**src/rtl/regfile_wb_arbiter.sv**
```systemverilog
// Round-robin arbiter sharing the register-file write port among NUM_REQ writeback sources.
// Optional WB_FORWARD_EN: forward the in-flight writeback onto rs1_data/rs2_data.
module regfile_wb_arbiter #(
  parameter int NUM_REQ = 2,
  parameter int CNT_W   = 16
) (
  input  logic                   clk,
  input  logic                   rst,
  input  logic [NUM_REQ-1:0]     req_valid,
  input  logic [NUM_REQ*5-1:0]   req_rd,
  input  logic [NUM_REQ*32-1:0]  req_data,
  output logic [NUM_REQ-1:0]     req_ready,
  output logic [4:0]             wb_rd,
  output logic [31:0]            wb_data,
  output logic                   wb_enable,
  input  logic [4:0]             rs1,
  input  logic [4:0]             rs2,
  input  logic [31:0]            rf_rs1_data,
  input  logic [31:0]            rf_rs2_data,
  output logic [31:0]            rs1_data,
  output logic [31:0]            rs2_data,
  output logic [CNT_W-1:0]       conflict_cnt
);

  localparam int PTR_W = (NUM_REQ > 2) ? 2 : 1;

  logic [PTR_W-1:0] rr_ptr;
  logic [PTR_W-1:0] winner;
  logic [PTR_W-1:0] ptr_next;
  logic             grant;
  logic [4:0]       sel_rd;
  logic [31:0]      sel_data;
  logic             multi_valid;

  // First valid requester at or after rr_ptr, wrapping modulo NUM_REQ.
  always_comb begin
    grant  = 1'b0;
    winner = '0;
    for (int k = 0; k < NUM_REQ; k++) begin
      if (!grant && req_valid[(int'(rr_ptr) + k) % NUM_REQ]) begin
        grant  = 1'b1;
        winner = PTR_W'((int'(rr_ptr) + k) % NUM_REQ);
      end
    end
  end

  assign req_ready   = (grant && rst) ? (NUM_REQ'(1) << winner) : '0;
  assign ptr_next    = (winner == PTR_W'(NUM_REQ - 1)) ? '0 : winner + 1'b1;
  assign sel_rd      = req_rd[5*winner +: 5];
  assign sel_data    = req_data[32*winner +: 32];
  assign multi_valid = ($countones(req_valid) > 1);

  always_ff @(posedge clk) begin
    if (!rst) begin
      rr_ptr       <= '0;
      wb_rd        <= '0;
      wb_data      <= '0;
      wb_enable    <= 1'b0;
      conflict_cnt <= '0;
    end else begin
      if (grant) begin
        rr_ptr    <= ptr_next;
        wb_rd     <= sel_rd;
        wb_data   <= sel_data;
        // x0 writes are accepted but never reach the register file
        wb_enable <= (sel_rd != 5'd0);
      end else begin
        wb_enable <= 1'b0;
      end
      if (multi_valid && (conflict_cnt != {CNT_W{1'b1}}))
        conflict_cnt <= conflict_cnt + 1'b1;
    end
  end

`ifdef WB_FORWARD_EN
  assign rs1_data = (wb_enable && (wb_rd == rs1) && (rs1 != 5'd0)) ? wb_data : rf_rs1_data;
  assign rs2_data = (wb_enable && (wb_rd == rs2) && (rs2 != 5'd0)) ? wb_data : rf_rs2_data;
`else
  logic unused_rs;
  assign unused_rs = ^{rs1, rs2};
  assign rs1_data  = rf_rs1_data;
  assign rs2_data  = rf_rs2_data;
`endif

endmodule
```
**config.mk**
```make
export PLATFORM = sky130hd
export DESIGN_NAME = regfile_wb_arbiter
export DESIGN_NICKNAME = d
export VERILOG_FILES = /design/src/rtl/regfile_wb_arbiter.sv
export SDC_FILE = /design/constraint.sdc
export NUM_CORES = 1
export LEC_CHECK = 0
export ABC_AREA = 0
export CORE_AREA = 2 2 106 108
export DETAILED_ROUTE_END_ITERATION = 12
export DIE_AREA = 0 0 108 110
export MAX_ROUTING_LAYER = met4
export PLACE_DENSITY_LB_ADDON = 0.2
export RECOVER_POWER = 25
export SYNTH_ARGS = -nofsm -noshare
export SYNTH_HDL_FRONTEND = slang
export SYNTH_SLANG_ARGS = --single-unit
```
**constraint.sdc**
```tcl
create_clock -name clk -period 4.15 [get_ports clk]
set_clock_uncertainty 0.1 [all_clocks]
set_input_delay 0.6225 -clock clk [delete_from_list [all_inputs] [get_ports clk]]
set_output_delay 0.6225 -clock clk [all_outputs]
set_load 0.01 [all_outputs]
```
### After elaboration in Yosys (flattened, before gate mapping)

Cells that the tools add are included.

| cells by class | value |
|---|---|
| $lt $le $gt $ge | 3 |
| multiply operators | 1 |
| mux-type cells | 11 |
| reduce and logical (&&, ||, !) cells | 6 |
| $add $sub $neg | 4 |
| shifts and indexed selects | 3 |
| equality and inequality tests | 1 |
| bitwise operators | 1 |

Operator list:

| kind | number |
|---|---|
| 64-bit by 7-bit variable part select with 32-bit output | 1 |
| 16-bit by 1-bit adder with 16-bit output, second input constant | 1 |
| 16-bit != test, second input constant | 1 |
| 1-bit 2-to-1 mux | 10 |
| 10-bit by 5-bit variable part select with 5-bit output | 1 |
| 5-bit nonzero test | 1 |
| 3-bit by 1-bit multiplier with 4-bit output, first input constant | 1 |
| 1-bit logical AND | 3 |
| 2-bit by 3-bit < comparator with 1-bit output, second input constant | 1 |
| 1-bit adder, second input constant | 2 |
| 1-bit by 1-bit adder with 2-bit output | 1 |
| 2-bit by 1-bit greater-than comparator with 1-bit output, second input constant | 1 |
| 1-bit by 2-bit < comparator with 1-bit output, second input constant | 1 |
| 2-bit 2-to-1 mux | 1 |
| 2-bit AND reduction | 1 |
| 1-bit by 1-bit left shift with 2-bit output, first input constant | 1 |
| 1-bit bitwise AND, first input constant | 1 |
| 1-bit logical NOT | 1 |

| word-level totals | value |
|---|---|
| output and inout port bits | 120 |
| input port bits | 152 |
| word-level logic and storage cells | 35 |
| bits in registers | 55 |

### Logic depth before layout (Yosys ltp)

Gate-level depths: netlist (run 1).

| depth | value |
|---|---|
| word-level depth | 10 |
| depth in mapped cells | 6 |

### Least setup slack after synthesis (run 1)

OpenSTA, ideal clock, no wires.

| path | value |
|---|---|
| kind | input port to output port |
| start | input req_valid[1] |
| end | output req_ready[0] |
| data required time | 3428 ps |
| buffers on the path | 3 |
| data arrival time | 1606 ps |
| path slack | 1821 ps |
| stages | 5 |
| cell sequence | buf_2 -> o21ai_0 -> clkbuf_1 -> clkbuf_1 -> a21oi_1 |

| on the way | value |
|---|---|
| word-level cells in the longest chain between the ends | 8 |
| elaborated cells on any way between the ends | 14 |
| those cells by class | shift (1); mux (10); reduce/logical (3) |

RTL lines:

| item | line | text |
|---|---|---|
| from (decl) | 9 | `input logic [NUM_REQ-1:0] req_valid,` |
| 1-bit 2-to-1 mux (implied by the code) (2 in series) | 40 | `if (!grant && req_valid[(int'(rr_ptr) + k) % NUM_REQ]) begin` |
| 1-bit 2-to-1 mux | 40 |  |
| 1-bit logical NOT | 40 |  |
| 1-bit logical AND | 40 |  |
| 1-bit 2-to-1 mux | 40 |  |
| 1-bit by 1-bit left shift with 2-bit output / 1-bit logical AND (equally long branches) | 47 | `assign req_ready = (grant && rst) ? (NUM_REQ'(1) << winner) : '0;` |
| 2-bit 2-to-1 mux * | 47 |  |
| to (decl) | 12 | `output logic [NUM_REQ-1:0] req_ready,` |

Mark *: on every way between the ends. The rest lies on a longest branch, timed or not. The select of a mux whose other input is x is not followed.

### Worst setup path in the final report (run 1)

| path | value |
|---|---|
| start | input req_valid[0] |
| end | output req_ready[0] |

Same word-level chain as after synthesis.

==> results of run 1 <==
[sequential cells by signal, summed over array words and instances (netlist names)]
register      flops
wb_data          32
wb_enable         1
conflict_cnt     16
rr_ptr            1
wb_rd             5
[synthesized netlist by cell type, types with 3 or more instances]
cell type | count | area, sq um
nor2_1 | 6 | 22.52
or3_1 | 11 | 68.82
nand3_1 | 4 | 20.02
nand2_1 | 47 | 176.4
or4_1 | 3 | 22.52
a21oi_1 | 14 | 70.07
buf_2 | 4 | 20.02
o21ai_0 | 49 | 245.2
nand4_1 | 4 | 25.02
buf_4 | 64 | 480.5
mux2i_1 | 37 | 370.4
nor3_1 | 5 | 25.02
dfxtp_1 | 55 | 1101
clkbuf_1 | 11 | 41.29
[kinds of logic (layout without fill, tap and decap cells)]
| logic type | after synthesis | in the layout | share of synthesized area, % |
|---|---|---|---|
| multiplexers | 37 | 37 | 12.71 |
| XOR/XNOR | 1 | 1 | 0.3007 |
| AO/OA/AOI/OAI | 69 | 69 | 12.54 |
| adder cells (fa/ha/maj) | 1 | 1 | 0.4295 |
| AND/OR/NAND/NOR | 96 | 96 | 17.23 |
| buffers and inverters | 82 | 149 | 18.99 |
| flip-flops | 55 | 55 | 37.80 |
[stage by stage]
step / setup slack (ps) / total power, uW
after CTS: 1155 / 1260
after floorplan: 1821 / 730.6
final: 1182 / 1236
after global placement: 1152 / 825.7
after global routing: 1068 / 1297
after detailed placement: 1180 / 828.4
[final cells by class]
cell class	count	area share [%]
inverters	3	0.2765
clock inverters	2	1.475
flip-flops and latches	55	27.04
clock buffers	6	1.782
repair buffers	138	33.92
multi-input cells	204	31.21
well taps	140	4.301
[power breakdown]
part	switching [uW]	internal, uW	leakage, uW
logic	88.5	148	0.00103
registers	16.3	559	0.000453
clock network	183	241	0.0000654
[worst max-delay path, cell delays in order]
cell	delay [ps]
clkdlybuf4s50_1	710
nand2b_1	170
a21oi_1	170
clkdlybuf4s50_1	570
[worst min-delay path by stage]
stage / from / endpoint / slack (ps) / depth (start not counted)
2_1_floorplan: rr_ptr / rr_ptr / 340 / 2
3_3_place_gp: wb_data[17] / wb_data[17] / 330 / 2
3_5_place_dp: wb_data[27] / wb_data[27] / 340 / 2
4_1_cts: wb_rd[2] / wb_rd[2] / 370 / 2
5_1_grt: wb_data[27] / wb_data[27] / 390 / 2
6_report: wb_data[11] / wb_data[11] / 360 / 2
[per-layer routing]
metal,vias up,global-route usage (%),share of wire [%]
li1,1257,-,-
met1,1121,14.79,41
met2,125,20.71,48
met3,7,4.997,9.1
met4,0,4.579,1.4
met5,-,-,0
==> out/results.ini, run 1 <==
[cts]
cts-resized-gates=0
h-tree-depth=2
cts_hold_buf=0
cts_tree=built
clk_pin_slew_ps=100
cts-buffers-inserted=5
cts_setup_buffers=0
clock_sink_count=55
clk_path_buf_depth=2
clkLatencyLatePin_ps=310
ctsRootBufferMaster=clkbuf_8

[global_routing]
grt_pass1_wl_um=11610
gr-usage-all-layers_pct=12.92
overflow=0
grt_max_degree=40
initial_antenna_violation_count=0
via_count_of_the_first_global_routing_pass=2343

[worst_setup_path]
endpoint_kind=primary output
worstPathArrival_ps=2250
rr_worst_depth=6
setup.worst_path.start_class=primary input
critical_path.reg2reg.startpoint=conflict_cnt[0]
reg2reg_to=conflict_cnt[0]
regToRegSetupSlack_ps=1670
path_max_fanout=7
worst_setup_path_startpoint=req_valid[0]
critical_path_class=in -> out
critical_path.endpoint=req_ready[0]
timing.critical_path.required_ps=3430

[cells_and_area]
nFillCells=1109
footprint_of_the_multi_input_gates_sq_mm=0.001271
finalNonFillerCells=548
final_core_util_pct=38.07
antennaDiodeCount=0
num-nets-final=560
syn2layout_area_growth_pct=39.82
layout-drive-gt1-share_pct=5.637
layout.cells.most_common=clkdlybuf4s50_1
final_cell_mix=clkdlybuf4s50_1 (133), dfxtp_1 (55), o21ai_0 (48), nand2_1 (46), mux2i_1 (37)
final-seq-area_sq_mm=0.001101
design_area_final_sq_mm=0.004073

[power_and_ir_drop]
cellLeakagePower_uw=0.001544
ir_worst_vdd_uv=171.1
power_density_mw_per_mm2=303.5

[route]
post_drt_wl_per_cell_um=13.74
drt.antenna.violating_nets=0
first_iter_violations=65
detail_route.drc_violations=0
firstDrtPassIters=5
drt_wl_total_um=7527
routed_via_density=4.580
detailroute.via_count=2510

[synth]
synthDistinctLibCells=36
edff_count_synth=0
postSynth.asyncResetShare_pct=0
synth_cells=341
yosys_most_used_dff=dfxtp_1
syn_area_per_cell_sq_um=8.542
synthesis_stage_register_bit_count=55
yosys_warning_count=0
syn-num-nets=494
mappedNetlistArea_sq_mm=0.002913
seq_area_frac_synth_pct=37.80

[min_path]
min_path_type=reg -> reg

[placed_design]
dp_cells=540
place.detailed.hpwl_um=5697
detailed_place.area_sq_mm=0.003940
gp_congestion=0.8291
count_of_input_and_output_buffers=133

[sta]
max_slew_margin_pct=41.47
hold_slack_ps=361.5
hold_viol_final=0
max_freq_ghz=0.3370
tns_ps=0
final.min_clock_period_ps=2968
max_slew.worst_pin.slew_ps=870.0
post-route-period-util_pct=71.51
rsz0062_at_grt=false
finalMaxSlewViolations=0
setup_viol=0

[floorplanning]
die_area_sq_mm=0.01188
num_rows=38
initial_core_util_pct=27.23
io_pins=272
fp.coreArea_sq_mm=0.01070
die_boundary_width_um=108
die_height_um=110

[outcome]
run_status=finished clean

[job]
cap_violations=0

Note: power is estimated with default switching activity, not from simulation.
==> run 2: changes to the inputs <==
==> constraint.sdc (replaced) <==
create_clock -name clk -period 2.8 [get_ports clk]
set_clock_uncertainty 0.1 [all_clocks]
set_input_delay 0.42 -clock clk [delete_from_list [all_inputs] [get_ports clk]]
set_output_delay 0.42 -clock clk [all_outputs]
set_load 0.01 [all_outputs]
==> out/results.ini, run 2 (synthesis results as in run 1) <==
[outcome]
run_status=finished clean  ; unchanged

[worst_setup_path]
critical_path.endpoint=req_ready[0]  ; unchanged
critical_path.reg2reg.startpoint=conflict_cnt[0]  ; unchanged
worst_setup_path_startpoint=req_valid[0]  ; unchanged
reg2reg_to=conflict_cnt[7]  ; was conflict_cnt[0]
critical_path_class=in -> out  ; unchanged
path_max_fanout=7  ; unchanged
worstPathArrival_ps=2060  ; was 2250 ps
regToRegSetupSlack_ps=590  ; was 1670 ps
timing.critical_path.required_ps=2280  ; was 3430 ps
endpoint_kind=primary output  ; unchanged
setup.worst_path.start_class=primary input  ; unchanged
rr_worst_depth=5  ; was 6

[floorplanning]
die_area_sq_mm=0.01188  ; unchanged
die_height_um=110  ; unchanged
die_boundary_width_um=108  ; unchanged
num_rows=38  ; unchanged
fp.coreArea_sq_mm=0.01070  ; unchanged
initial_core_util_pct=27.23  ; unchanged
io_pins=272  ; unchanged

[power_and_ir_drop]
power_density_mw_per_mm2=447.7  ; was 303.5 mW/mm^2
ir_worst_vdd_uv=185.0  ; was 171.1 uV
cellLeakagePower_uw=0.001556  ; was 0.001544 uW

[route]
firstDrtPassIters=4  ; was 5
drt_wl_total_um=7447  ; was 7527 um
detailroute.via_count=2539  ; was 2,510
detail_route.drc_violations=0  ; unchanged
drt.antenna.violating_nets=0  ; unchanged
routed_via_density=4.616  ; was 4.580
first_iter_violations=68  ; was 65
post_drt_wl_per_cell_um=13.54  ; was 13.74 um

[job]
cap_violations=0  ; unchanged

[cts]
clock_sink_count=55  ; unchanged
cts-buffers-inserted=5  ; unchanged
ctsRootBufferMaster=clkbuf_8  ; unchanged
cts-resized-gates=0  ; unchanged
cts_tree=built  ; unchanged
clk_path_buf_depth=2  ; unchanged
clk_pin_slew_ps=90  ; was 100 ps
h-tree-depth=2  ; unchanged
cts_setup_buffers=0  ; unchanged
cts_hold_buf=0  ; unchanged
clkLatencyLatePin_ps=310  ; about the same

[cells_and_area]
num-nets-final=562  ; was 560
layout.cells.most_common=clkdlybuf4s50_1  ; unchanged
final_cell_mix=clkdlybuf4s50_1 (133), dfxtp_1 (55), o21ai_0 (48), nand2_1 (46), mux2i_1 (37)  ; unchanged
antennaDiodeCount=0  ; unchanged
max_reg_flops=32  ; unchanged
syn2layout_area_growth_pct=40.34  ; was 39.82%
finalNonFillerCells=550  ; was 548
layout-drive-gt1-share_pct=6.098  ; was 5.637%
largestRegisters=wb_data: 32 flops, conflict_cnt: 16 flops, wb_rd: 5 flops  ; unchanged
top_register=wb_data  ; unchanged
final_core_util_pct=38.21  ; was 38.07%

[sta]
tns_ps=0  ; unchanged
hold_viol_final=0  ; unchanged
setup_viol=0  ; unchanged
rsz0062_at_grt=false  ; unchanged
max_freq_ghz=0.3882
hold_slack_ps=360.8  ; was 361.5 ps
max_slew_margin_pct=50.00  ; was 41.47%
max_slew.worst_pin.slew_ps=743.1  ; was 870.0 ps
finalMaxSlewViolations=0  ; unchanged
final.setup.worst_slack_ps=224.3  ; was 1182 ps
post-route-period-util_pct=91.99
final.min_clock_period_ps=2576

[global_routing]
overflow=0  ; unchanged
gr-usage-all-layers_pct=13.08  ; was 12.92%
grt_pass1_wl_um=11720  ; was 11,610 um
via_count_of_the_first_global_routing_pass=2349  ; was 2,343
initial_antenna_violation_count=0  ; unchanged
grt_max_degree=40  ; unchanged

[min_path]
min_path_type=reg -> reg  ; unchanged

[placed_design]
dp_cells=542  ; was 540
gp_congestion=0.8174  ; was 0.8291
dp_slack_ps=174.6  ; was 1180 ps
place.detailed.hpwl_um=5607  ; was 5697 um
count_of_input_and_output_buffers=133  ; unchanged

[run 2: cell count changes in the layout (fill, tap and decap cells not counted)]
cell / change
buf_4: +2
[run 2: critical path: stages]
cell and delay [ps]:
clkdlybuf4s50_1 720, nand2b_1 160, a21oi_1 180, clkdlybuf4s50_1 570
[run 2: per-stage QoR]
step / area, sq um / total power, uW
global placement: 3955 / 1225
CTS: 4088 / 1870
global route: 4088 / 1927
detailed placement: 3955 / 1231
finish: 4088 / 1830
floorplan: 2913 / 1083
[run 2: worst min path at each step]
stage / start / end / slack [ps] / depth (start not counted)
after CTS: wb_data[17] / wb_data[17] / 370 / 2
final: wb_data[29] / wb_data[29] / 360 / 2
after floorplan: rr_ptr / rr_ptr / 340 / 2
after detailed placement: wb_data[25] / wb_data[25] / 340 / 2
after global routing: wb_data[30] / wb_data[30] / 390 / 2
after global placement: wb_data[17] / wb_data[17] / 330 / 2
[run 2: metal layers]
layer	global-route usage, %	vias to the layer above	share of wire [%]
li1	-	1264	-
met1	14.26	1124	41
met2	21.02	137	47
met3	5.350	14	9.7
met4	5.952	0	2.6
met5	-	-	0
[run 2: layout make-up]
class                      count  area [sq um]
fill                        1109          6610
timing repair buffer         140          1396
multi-input combinational    204          1271
sequential                    55          1101
tap                          140         175.2
clock buffer                   6         72.57
clock inverter                 2         60.06
inverter                       3         11.26
[run 2: power by group]
part	leakage [uW]	switching (uW)	internal (uW)	total, uW
combinational	0.00104	132	221	352
sequential	0.000453	24.0	828	852
clock	0.0000654	268	358	625
total	0.00156	424	1410	1830
==> run 3: changes to the inputs <==
--- a/config.mk
+++ b/config.mk
@@ -12,6 +12,7 @@
 export MAX_ROUTING_LAYER = met4
 export PLACE_DENSITY_LB_ADDON = 0.2
 export RECOVER_POWER = 25
+export SLEW_MARGIN = 20
 export SYNTH_ARGS = -nofsm -noshare
 export SYNTH_HDL_FRONTEND = slang
 export SYNTH_SLANG_ARGS = --single-unit
==> results of run 3 <==
Same layout as run 2: the final DEF is identical, and so are final timing and power.
